`src/rtl/lc3_wb_arbiter.sv`:
```
// lc3_wb_arbiter: writeback arbiter and register scoreboard for the LC-3 register file
// Ports: clk/rst; issue allocation (iss_valid, iss_dr, iss_sr1, iss_sr2, iss_use_sr2 -> iss_ready);
// requesters A/B (x_valid, x_dr, x_data -> x_ready); register file write port (rf_we, rf_dr, rf_d);
// status (busy, wb_err, wb_count).
// LC3_WB_FIXED_PRI_EN: when defined, B always wins a tie and the prio register is removed.
module lc3_wb_arbiter #(
  parameter int RLEN = 8,
  parameter int CW = 16
) (
  input  logic            clk,
  input  logic            rst,
  input  logic            iss_valid,
  input  logic [2:0]      iss_dr,
  input  logic [2:0]      iss_sr1,
  input  logic [2:0]      iss_sr2,
  input  logic            iss_use_sr2,
  output logic            iss_ready,
  input  logic            a_valid,
  input  logic [2:0]      a_dr,
  input  logic [15:0]     a_data,
  output logic            a_ready,
  input  logic            b_valid,
  input  logic [2:0]      b_dr,
  input  logic [15:0]     b_data,
  output logic            b_ready,
  output logic            rf_we,
  output logic [2:0]      rf_dr,
  output logic [15:0]     rf_d,
  output logic [RLEN-1:0] busy,
  output logic            wb_err,
  output logic [CW-1:0]   wb_count
);
  logic [RLEN-1:0] busy_q, busy_d, clr, eff_busy;
  logic wb_err_q, wb_err_d;
  logic [CW-1:0] wb_count_q, wb_count_d;
`ifndef LC3_WB_FIXED_PRI_EN
  logic prio_q, prio_d;
`endif
  always_comb begin
`ifdef LC3_WB_FIXED_PRI_EN
    a_ready = !rst && a_valid && !b_valid;
    b_ready = !rst && b_valid;
`else
    a_ready = !rst && a_valid && !(b_valid && prio_q);
    b_ready = !rst && b_valid && !(a_valid && !prio_q);
    prio_d = a_ready ? 1'b1 : b_ready ? 1'b0 : prio_q;
`endif
    rf_we = a_ready || b_ready;
    rf_dr = a_ready ? a_dr : b_ready ? b_dr : 3'd0;
    rf_d = a_ready ? a_data : b_ready ? b_data : 16'd0;
    clr = rf_we ? RLEN'(1) << rf_dr : '0;
    // the register file forwards same-cycle writes, so a register being written is not a hazard
    eff_busy = busy_q & ~clr;
    iss_ready = !rst && iss_valid && !eff_busy[iss_dr] && !eff_busy[iss_sr1] &&
                !(iss_use_sr2 && eff_busy[iss_sr2]);
    busy_d = eff_busy | (iss_ready ? RLEN'(1) << iss_dr : '0);
    wb_err_d = wb_err_q || (rf_we && !busy_q[rf_dr]);
    wb_count_d = wb_count_q + CW'(rf_we);
  end
  always_ff @(posedge clk) begin
    if (rst) begin
      busy_q <= '0;
      wb_err_q <= 1'b0;
      wb_count_q <= '0;
`ifndef LC3_WB_FIXED_PRI_EN
      prio_q <= 1'b0;
`endif
    end else begin
      busy_q <= busy_d;
      wb_err_q <= wb_err_d;
      wb_count_q <= wb_count_d;
`ifndef LC3_WB_FIXED_PRI_EN
      prio_q <= prio_d;
`endif
    end
  end
  assign busy = busy_q;
  assign wb_err = wb_err_q;
  assign wb_count = wb_count_q;
endmodule

```
`config.mk`:
```
export PLATFORM = sky130hd
export DESIGN_NAME = lc3_wb_arbiter
export DESIGN_NICKNAME = d
export VERILOG_FILES = /design/src/rtl/lc3_wb_arbiter.sv
export SDC_FILE = /design/constraint.sdc
export NUM_CORES = 1
export LEC_CHECK = 0
export ABC_AREA = 1
export CAP_MARGIN = 5
export CORE_UTILIZATION = 39
export CTS_CLUSTER_SIZE = 20
export DETAILED_ROUTE_END_ITERATION = 7
export PLACE_DENSITY = 0.79
export SLEW_MARGIN = 10
export SYNTH_ARGS = -nofsm -noshare
export SYNTH_HDL_FRONTEND = slang
export SYNTH_SLANG_ARGS = --single-unit
export TNS_END_PERCENT = 30
```
`constraint.sdc`:
```
create_clock -name clk -period 2.7 [get_ports clk]
set_input_delay 0.27 -clock clk [delete_from_list [all_inputs] [get_ports clk]]
set_output_delay 0.27 -clock clk [all_outputs]
set_load 0.01 [all_outputs]
```
=== Word level (Yosys, flattened, before mapping) ===
Index checks and enable logic that the tools add are counted.

* Bits in registers: 26
* Bits in latches: 0
* Bits in writable memories: 0
* Memory bits (read-only): 0
* Input bits: 53
* Output and inout bits: 48
* Logic and storage cells: 53
* Memories: 0

* Add/sub/neg operators: 1
* Multiply operators: 0
* Divide/modulo/power cells: 0
* $lt $le $gt $ge: 4
* Equal/unequal tests: 0
* Shift-type cells: 2
* Muxes and demuxes: 16
* Bitwise gates (word level): 3
* Reductions and logical operators: 23

{| class="wikitable"
|+ Operator list
! kind !! number
|-
| $mux 16 || 2
|-
| $add 16x1->16 || 1
|-
| $lt 3x4->1 const B || 4
|-
| $mux 8 || 2
|-
| $shl 1x3->8 const A || 2
|-
| $bmux 1 s3 || 4
|-
| $logic_and 1x1->1 || 12
|-
| $and 8x8->8 || 1
|-
| $logic_not 1->1 || 8
|-
| $not 8->8 || 1
|-
| $or 8x8->8 || 1
|-
| $mux 1 || 6
|-
| $mux 3 || 2
|-
| $logic_or 1x1->1 || 2
|-
| $reduce_bool 2->1 || 1
|}

=== Longest topological paths before layout ===
Gate-level depths: netlist of run 1.

* Word-level depth: 18
* Depth in mapped cells: 16
* Mapped depth without buffers: 16

=== Worst setup path after synthesis of run 1 ===
Ideal clock, no wire load.

* Path kind: reg2reg
* Start point: register prio_q
* End point: register wb_count_q[14], in the netlist wb_count[14]
* Library setup time: 0.119 ns
* Arrival: 2.101 ns
* Data required time: 2.581 ns
* Path slack: 0.479 ns
* Cell stages (with the launch flop): 16
* Path buffers: 0
* Period minus slack after synthesis: 2.221 ns
* Cell sequence: dfxtp_1 > inv_1 > nand2_1 > nand2_1 > nand2_1 > ha_1 > ha_1 > nand2_1 > nor2_1 > nand3_1 > nor3_1 > inv_1 > nor3_1 > nand2_1 > o21ai_0 > a21oi_1

* Word-level cells in the longest chain between the ends: 6
* Elaborated cells between the ends (all ways): 9
* Classes of those cells: 1 x add/sub; 8 x reduce/logical

{| class="wikitable"
|+ RTL lines
! item !! line !! RTL
|-
| start: declaration || 37 || <nowiki>logic prio_q, prio_d;</nowiki>
|-
| start signal: assignment || 73 || <nowiki>prio_q <= prio_d;</nowiki>
|-
| $logic_not 1->1 || 45 || <nowiki>b_ready = !rst && b_valid && !(a_valid && !prio_q);</nowiki>
|-
| $logic_and 1x1->1 || 45 ||
|-
| $logic_not 1->1 || 45 ||
|-
| $logic_and 1x1->1 || 45 ||
|-
| $logic_or 1x1->1 (*) || 48 || <nowiki>rf_we = a_ready || b_ready;</nowiki>
|-
| net rf_we || 26 || <nowiki>output logic rf_we,</nowiki>
|-
| $add 16x1->16 (*) || 58 || <nowiki>wb_count_d = wb_count_q + CW'(rf_we);</nowiki>
|-
| end signal: assignment || 71 || <nowiki>wb_count_q <= wb_count_d;</nowiki>
|-
| end: declaration || 35 || <nowiki>logic [CW-1:0] wb_count_q, wb_count_d;</nowiki>
|}

Mark *: on every way through the listed nets, which the timed path passes. The rest lies on a longest branch.
A chain may end at the register's enable or synchronous reset.

=== Worst setup path in the final report of run 1 ===
* Start point: input port b_valid
* End point: output port iss_ready

* Word-level cells in the longest chain between the ends: 14
* Elaborated cells between the ends (all ways): 25
* Classes of those cells: 1 x shift; 9 x mux; 2 x bitwise; 13 x reduce/logical

{| class="wikitable"
|+ RTL lines
! item !! line !! RTL
|-
| start: declaration || 22 || <nowiki>input logic b_valid,</nowiki>
|-
| $logic_and 1x1->1 (on tied branches) || 45, 44 ||
|-
| $logic_and 1x1->1 / $logic_not 1->1 (equally long branches) || 45, 44 ||
|-
| $mux 3 / $logic_and 1x1->1 (equally long branches) || 49, 44 ||
|-
| $mux 3 || 49 || <nowiki>rf_dr = a_ready ? a_dr : b_ready ? b_dr : 3'd0;</nowiki>
|-
| $shl 1x3->8 || 51 || <nowiki>clr = rf_we ? RLEN'(1) << rf_dr : '0;</nowiki>
|-
| $mux 8 (*) || 51 ||
|-
| $not 8->8 (*) || 53 || <nowiki>eff_busy = busy_q & ~clr;</nowiki>
|-
| $and 8x8->8 (*) || 53 ||
|-
| $bmux 1 s3 || 54 || <nowiki>iss_ready = !rst && iss_valid && !eff_busy[iss_dr] && !eff_busy[iss_sr1] &&</nowiki>
|-
| $mux 1 (not written as such) || 54 ||
|-
| $logic_not 1->1 || 54 ||
|-
| $logic_and 1x1->1 (2 in series) || 54 ||
|-
| $logic_and 1x1->1 (*) || 54 ||
|-
| end: declaration || 17 || <nowiki>output logic iss_ready,</nowiki>
|}

Every way passes the cells marked *; elsewhere a longest branch is shown, timed or not. The select of a mux whose other input is x is not followed.

==> results of run 1 <==
==> cell usage in the layout, fill, tap and decap left out, types with 2 or more instances in the layout <==
| master | instances |
|---|---|
| clkdlybuf4s50_1 | 98 |
| inv_1 | 28 |
| nand4_2 | 2 |
| nand3b_1 | 2 |
| nand2_4 | 2 |
| nand4_1 | 2 |
| nor2_1 | 24 |
| a21oi_1 | 19 |
| nand3_1 | 43 |
| o21ai_0 | 10 |
| dlygate4sd2_1 | 2 |
| nor2_4 | 2 |
| a41oi_1 | 2 |
| nand3_2 | 8 |
| buf_4 | 25 |
| inv_2 | 3 |
| nand2_2 | 3 |
| ha_1 | 2 |
| dfxtp_1 | 26 |
| nand2_1 | 44 |
| nor3_1 | 4 |
| nor2_8 | 2 |
| a22o_1 | 16 |
| clkbuf_8 | 3 |
==> cell type report <==
cell class                      instances  area share, %
Clock inverter                          1          0.957
Timing Repair Buffer                  125           37.8
Inverter                               35           4.42
Sequential cell                        26           16.6
Clock buffer                            3           1.32
Tap cell                               52           2.07
Multi-Input combinational cell        196           36.9
==> state kept, by name, summed over array words and instances (netlist names) <==
register  cells
prio_q        1
wb_count     16
busy          8
wb_err        1
==> cells by family (layout without fill, tap and decap cells) <==
logic type               count (synthesis)  after routing  synth area share [%]
AND/OR/NAND/NOR                        143            143                  41.8
flip-flops                              26             26                  28.9
buffers and inverters                   40            164                  9.19
AO/OA/AOI/OAI                           51             51                  18.7
adder cells (fa/ha/maj)                  2              2                  1.39
==> where the power goes <==
group / switching (mW) / total [mW] / internal (mW)
registers: 0.00780 / 0.399 / 0.391
clock network: 0.126 / 0.324 / 0.198
logic: 0.141 / 0.319 / 0.178
total: 0.274 / 1.04 / 0.768
==> worst min-delay path: stages, from the launching register on <==
cell     delay (ns)
dfxtp_1        0.32
inv_1          0.06
a21oi_1        0.06
==> layer usage <==
| layer | up-vias | part of all wire (%) | wire [um] | global-route usage (%) |
|---|---|---|---|---|
| li1 | 1140 | - | - | - |
| met1 | 1031 | 40 | 2370 | 30.3 |
| met2 | 112 | 50 | 2990 | 43.7 |
| met3 | 7 | 8.5 | 508 | 3.46 |
| met4 | 0 | 1.3 | 76 | 5.56 |
| met5 | - | 0 | 0 | 0 |
==> how the worst max path moves through the flow <==
stage,endpoint,depth (start not counted)
final,iss_ready,14
after detailed placement,iss_ready,13
after global routing,iss_ready,14
after global placement,iss_ready,13
after floorplan,wb_count[14]$_SDFF_PP0_,15
after CTS,rf_d[6],7
==> per-stage QoR <==
step | utilization (%) | area [um^2] | hold slack, ns | TNS, ns
floorplan | - | 1800 | 0.349 | 0
global placement | 68.8 | 3010 | 0.461 | -0.263
detailed placement | 68.8 | 3010 | 0.466 | -0.588
CTS | 70.8 | 3100 | 0.471 | 0
global route | 71.6 | 3140 | 0.514 | -0.0838
finish | 71.6 | 3140 | 0.475 | 0
==> timing repair <==
item	CTS	global route
resized for setup	4	6
endpoints found under the setup margin	1	21
pin swaps	1	1
setup buffers	1	0
==> impl_metrics.ini, run 1 <==
[cts]
cts_tree = yes
cts.sinks = 26
clk_pin_slew_worst_paths_ns = 0.10
cts_buffers = 3
postCtsHoldBufs = 0
htreeDepth = 1
cts-root-buf = clkbuf_8
cts_buffer_depth = 2
insertion_delay_ns = 0.27

[synth]
syn_nets = 317
async_flop_share_pct = 0
synth-edff-count = 0
synth_flop_cell = dfxtp_1
synth_cells = 262
avgSynthCellArea_um2 = 6.86
synthDominantCellAreaShare_pct = 28.9
synth.distinct_cells = 33
ys_seq_area_share_pct = 28.9
synthTopCellsByCount = nand2_1 (44), nand3_1 (44), inv_1 (28)
synth_area_leader_cell = dfxtp_1
yosys_warnings = 0
netlist_top_cells_area = dfxtp_1 (29%), nand3_1 (12%), nand2_1 (9.2%)
syn_area_mm2 = 0.00180
ys_ff_latch = 26

[routing]
wl_mm = 5.95
via_count = 2290
route.detailed.drc = 0
drt-initial-drc-count = 111
antenna_left = 0
drt-wirelength-per-cell_um = 13.6
viasPerCell = 5.23
drt_pre_antenna_iters = 4

[status]
status = complete, no violations

[layout]
regArea_um2 = 520
drive_gt1_share_pct = 15.5
fillers = 378
multiInputGateArea_mm2 = 0.00116
area_growth_pct = 74.6
diodes = 0
final-instance-count-excl-fill = 438
final_nets = 442

[grt]
grt_pass1_wl_mm = 9.74
grt_pass1_vias = 2104
grt_max_degree = 18
grt_overflow = 0
antenna_found_initial = 0
grt_usage_pct = 24.2

[timing]
fin_crit_ns = 2.63
fin_crit_sh_pct = 97.3
rsz0062_at_grt = yes
tightest_slew_ns = 0.279
fin_skew_ns = 0.00903
relSlewSlack_pct = 81.3
fmax_ghz = 0.381
drv_slew = 0
setup_violations = 0
hold_viol = 0
worst_slack_ns = 0.0740

[power]
power.leakage_nw = 1.23
finalPower_mw = 1.04
peakVddDrop_mv = 0.318
p_per_area_mw_per_mm2 = 332

[worst_setup_path]
max_stage_delay_ns = 0.51
cp_cell_sequence = clkdlybuf4s50_1 -> inv_1 -> nor2_4 -> nand3_1 -> nand2_4 -> clkinv_2 -> nand2_2 -> nand2_1 -> nand2_1 -> nand3_1 -> nand3b_1 -> nand3_2 -> and2_1 -> dlygate4sd2_1
path_delay_family = simple AND/OR/NAND/NOR gates
reg2reg_depth = 16
cp_max_fo = 8
crit_path_start_kind = input pin
worstReg2RegStart = prio_q$_SDFFE_PP0P_
cpMaxStageDelayCell = clkdlybuf4s50_1
required_ns = 2.43
arrival_ns = 2.36
worstSetupPathType = in2out
rrSetupSlack_ns = 0.38
reg2reg_to = wb_count[15]$_SDFF_PP0_
crit_buf_inv = 4
worstSetupEndpointType = output pin
startpoint = b_valid

[floorplanning]
die_h_um = 69.9
rows = 24
dieArea_mm2 = 0.00489
fp.coreArea_mm2 = 0.00438
io_pins = 101
start_util_pct = 41.0
die_w_um = 69.9

[worst_hold_path]
min_from = wb_count[15]$_SDFF_PP0_
min_to = wb_count[15]$_SDFF_PP0_
hp-class = reg2reg
holdPathStages = 2

[placement]
place_congestion = 0.869
dpl.cell_count = 433
post-place-ws_ns = -0.211
hpwl_mm = 4.82
numPortBuffers = 100

[flow_run]
cap_violations = 0
Power figures use the tool's default switching activity.
==> run 2: changes to the inputs <==
- clock period: 2.7 -> 2.9 ns (I/O delays scaled with it)
==> run 2 against run 1 <==
  * Sequential share of layout area up 0.62 points
  * Non-clock buffer count down 11
  * Register-to-register slack better by 0.14 ns
  * Sequential power down 6.8%
  * Critical path type unchanged
  * Highest routed layer unchanged
==> impl_metrics.ini, run 2 (same netlist as run 1, synthesis figures left out) <==
[status]
status = complete, no violations

[routing]
via_count = 2229
drt-initial-drc-count = 60
viasPerCell = 5.22
antenna_left = 0
drt-wirelength-per-cell_um = 13.6
route.detailed.drc = 0
drt_pre_antenna_iters = 4
wl_mm = 5.82

[timing]
setup_violations = 0
drv_slew = 0
fmax_ghz = 0.370
fin_crit_ns = 2.70
timing.setup.tns_ns = 0
fin_skew_ns = 0.00511
hold_ws_ns = 0.469
relSlewSlack_pct = 69.1
rsz0062_at_grt = no
fin_crit_sh_pct = 93.1
hold_viol = 0
tightest_slew_ns = 0.461

[floorplanning]
die_h_um = 69.9
dieArea_mm2 = 0.00489
io_pins = 101
start_util_pct = 41.0
fp.coreArea_mm2 = 0.00438
rows = 24
die_w_um = 69.9

[power]
finalPower_mw = 0.956
p_per_area_mw_per_mm2 = 316
peakVddDrop_mv = 0.263
power.leakage_nw = 1.18

[placement]
place_congestion = 0.884
numPortBuffers = 100
dpl.cell_count = 421
hpwl_mm = 4.86

[layout]
diodes = 0
fillers = 416
drive_gt1_share_pct = 12.5
layout_common_cells = clkdlybuf4s50_1 (98), nand3_1 (43), nand2_1 (42)
final_nets = 431
largest_reg_flops = 16
final-instance-count-excl-fill = 427
fin_util_pct = 69.0
area_growth_pct = 68.3
final_common_cell = clkdlybuf4s50_1

[worst_setup_path]
cpMostUsedCell = clkdlybuf4s50_1
cpMaxStageDelayCell = clkdlybuf4s50_1
worstSetupPathType = in2out
arrival_ns = 2.41
worstSetupEndpointType = output pin
crit_path_start_kind = input pin
cp_max_fo = 17
required_ns = 2.61
max_stage_delay_ns = 0.53
cp_cell_sequence = clkdlybuf4s50_1 -> nand2_2 -> nand3_1 -> buf_4 -> clkinv_1 -> a22o_1 -> clkdlybuf4s50_1

[cts]
cts_buffers = 3
cts-root-buf = clkbuf_8
cts_buffer_depth = 2
insertion_delay_ns = 0.27
htreeDepth = 1
clk_pin_slew_worst_paths_ns = 0.08
cts.sinks = 26
cts_tree = yes

[grt]
grt_max_degree = 18
grt_pass1_vias = 2120
grt_usage_pct = 23.5
grt_pass1_wl_mm = 9.56
grt_overflow = 0
antenna_found_initial = 0

[flow_run]
cap_violations = 0

[worst_hold_path]
hp-class = reg2reg
==> run 2: cell types whose count changed in the layout (fill, tap and decap cells not counted), sizes merged <==
cell and change:
dlygate4sd2 -1, clkinv +1, dlymetal6s2s +1, clkinvlp -1, buf -11
==> run 2: metrics by stage <==
step,instance area [um^2],setup slack [ns]
after floorplan,1800,0.679
after global placement,2920,0.0121
after detailed placement,2920,-0.0196
after CTS,3020,0.00634
after global routing,3030,0.0219
final,3030,0.199
==> run 2: metal layers <==
layer | global-route usage, % | vias to the layer above | wire length, um
li1 | - | 1122 | -
met1 | 29.0 | 1016 | 2390
met4 | 5.11 | 0 | 53
met5 | 0 | - | 0
met2 | 42.8 | 87 | 2980
met3 | 3.61 | 4 | 401
==> run 2: worst max-delay path, delay by kind of cell <==
family                 cells  cell delay, ns
AND/OR/NAND/NOR            2            0.23
AO/OA/AOI/OAI              1            0.35
buffers and inverters      4            1.54
==> run 2: power breakdown <==
group,total (mW),switching (mW),internal (mW),leakage (nW)
combinational,0.289,0.129,0.161,0.931
sequential,0.372,0.00783,0.364,0.210
clock,0.294,0.110,0.185,0.0357
total,0.956,0.246,0.709,1.18
==> run 2: repair_timing <==
action / in CTS / in global routing
hold buffers: 0 / 0
endpoints found under the setup margin: 1 / 2
buffers inserted: 2 / 0
resized for setup: 4 / 2
pin swaps: 1 / 1
==> run 2: layout make-up <==
| type | count | area [um^2] | share of cell area [%] |
|---|---|---|---|
| clock buffers | 3 | 41.3 | 1.36 |
| clock inverters | 1 | 30.0 | 0.992 |
| inverters | 35 | 135 | 4.46 |
| multi-input cells | 196 | 1130 | 37.2 |
| flip-flops and latches | 26 | 520 | 17.2 |
| well taps | 52 | 65.1 | 2.15 |
| repair buffers | 114 | 1110 | 36.6 |
==> run 2: final timing paths <==
kind                                               from                 endpoint  slack (ns)  cells past startpoint
worst max-delay path                            b_valid                  rf_d[7]        0.20                      7
worst min register to register  wb_count[15]$_SDFF_PP0_  wb_count[15]$_SDFF_PP0_        0.47                      2
worst max register to register      prio_q$_SDFFE_PP0P_  wb_count[15]$_SDFF_PP0_        0.52                     16
worst min-delay path            wb_count[15]$_SDFF_PP0_  wb_count[15]$_SDFF_PP0_        0.47                      2
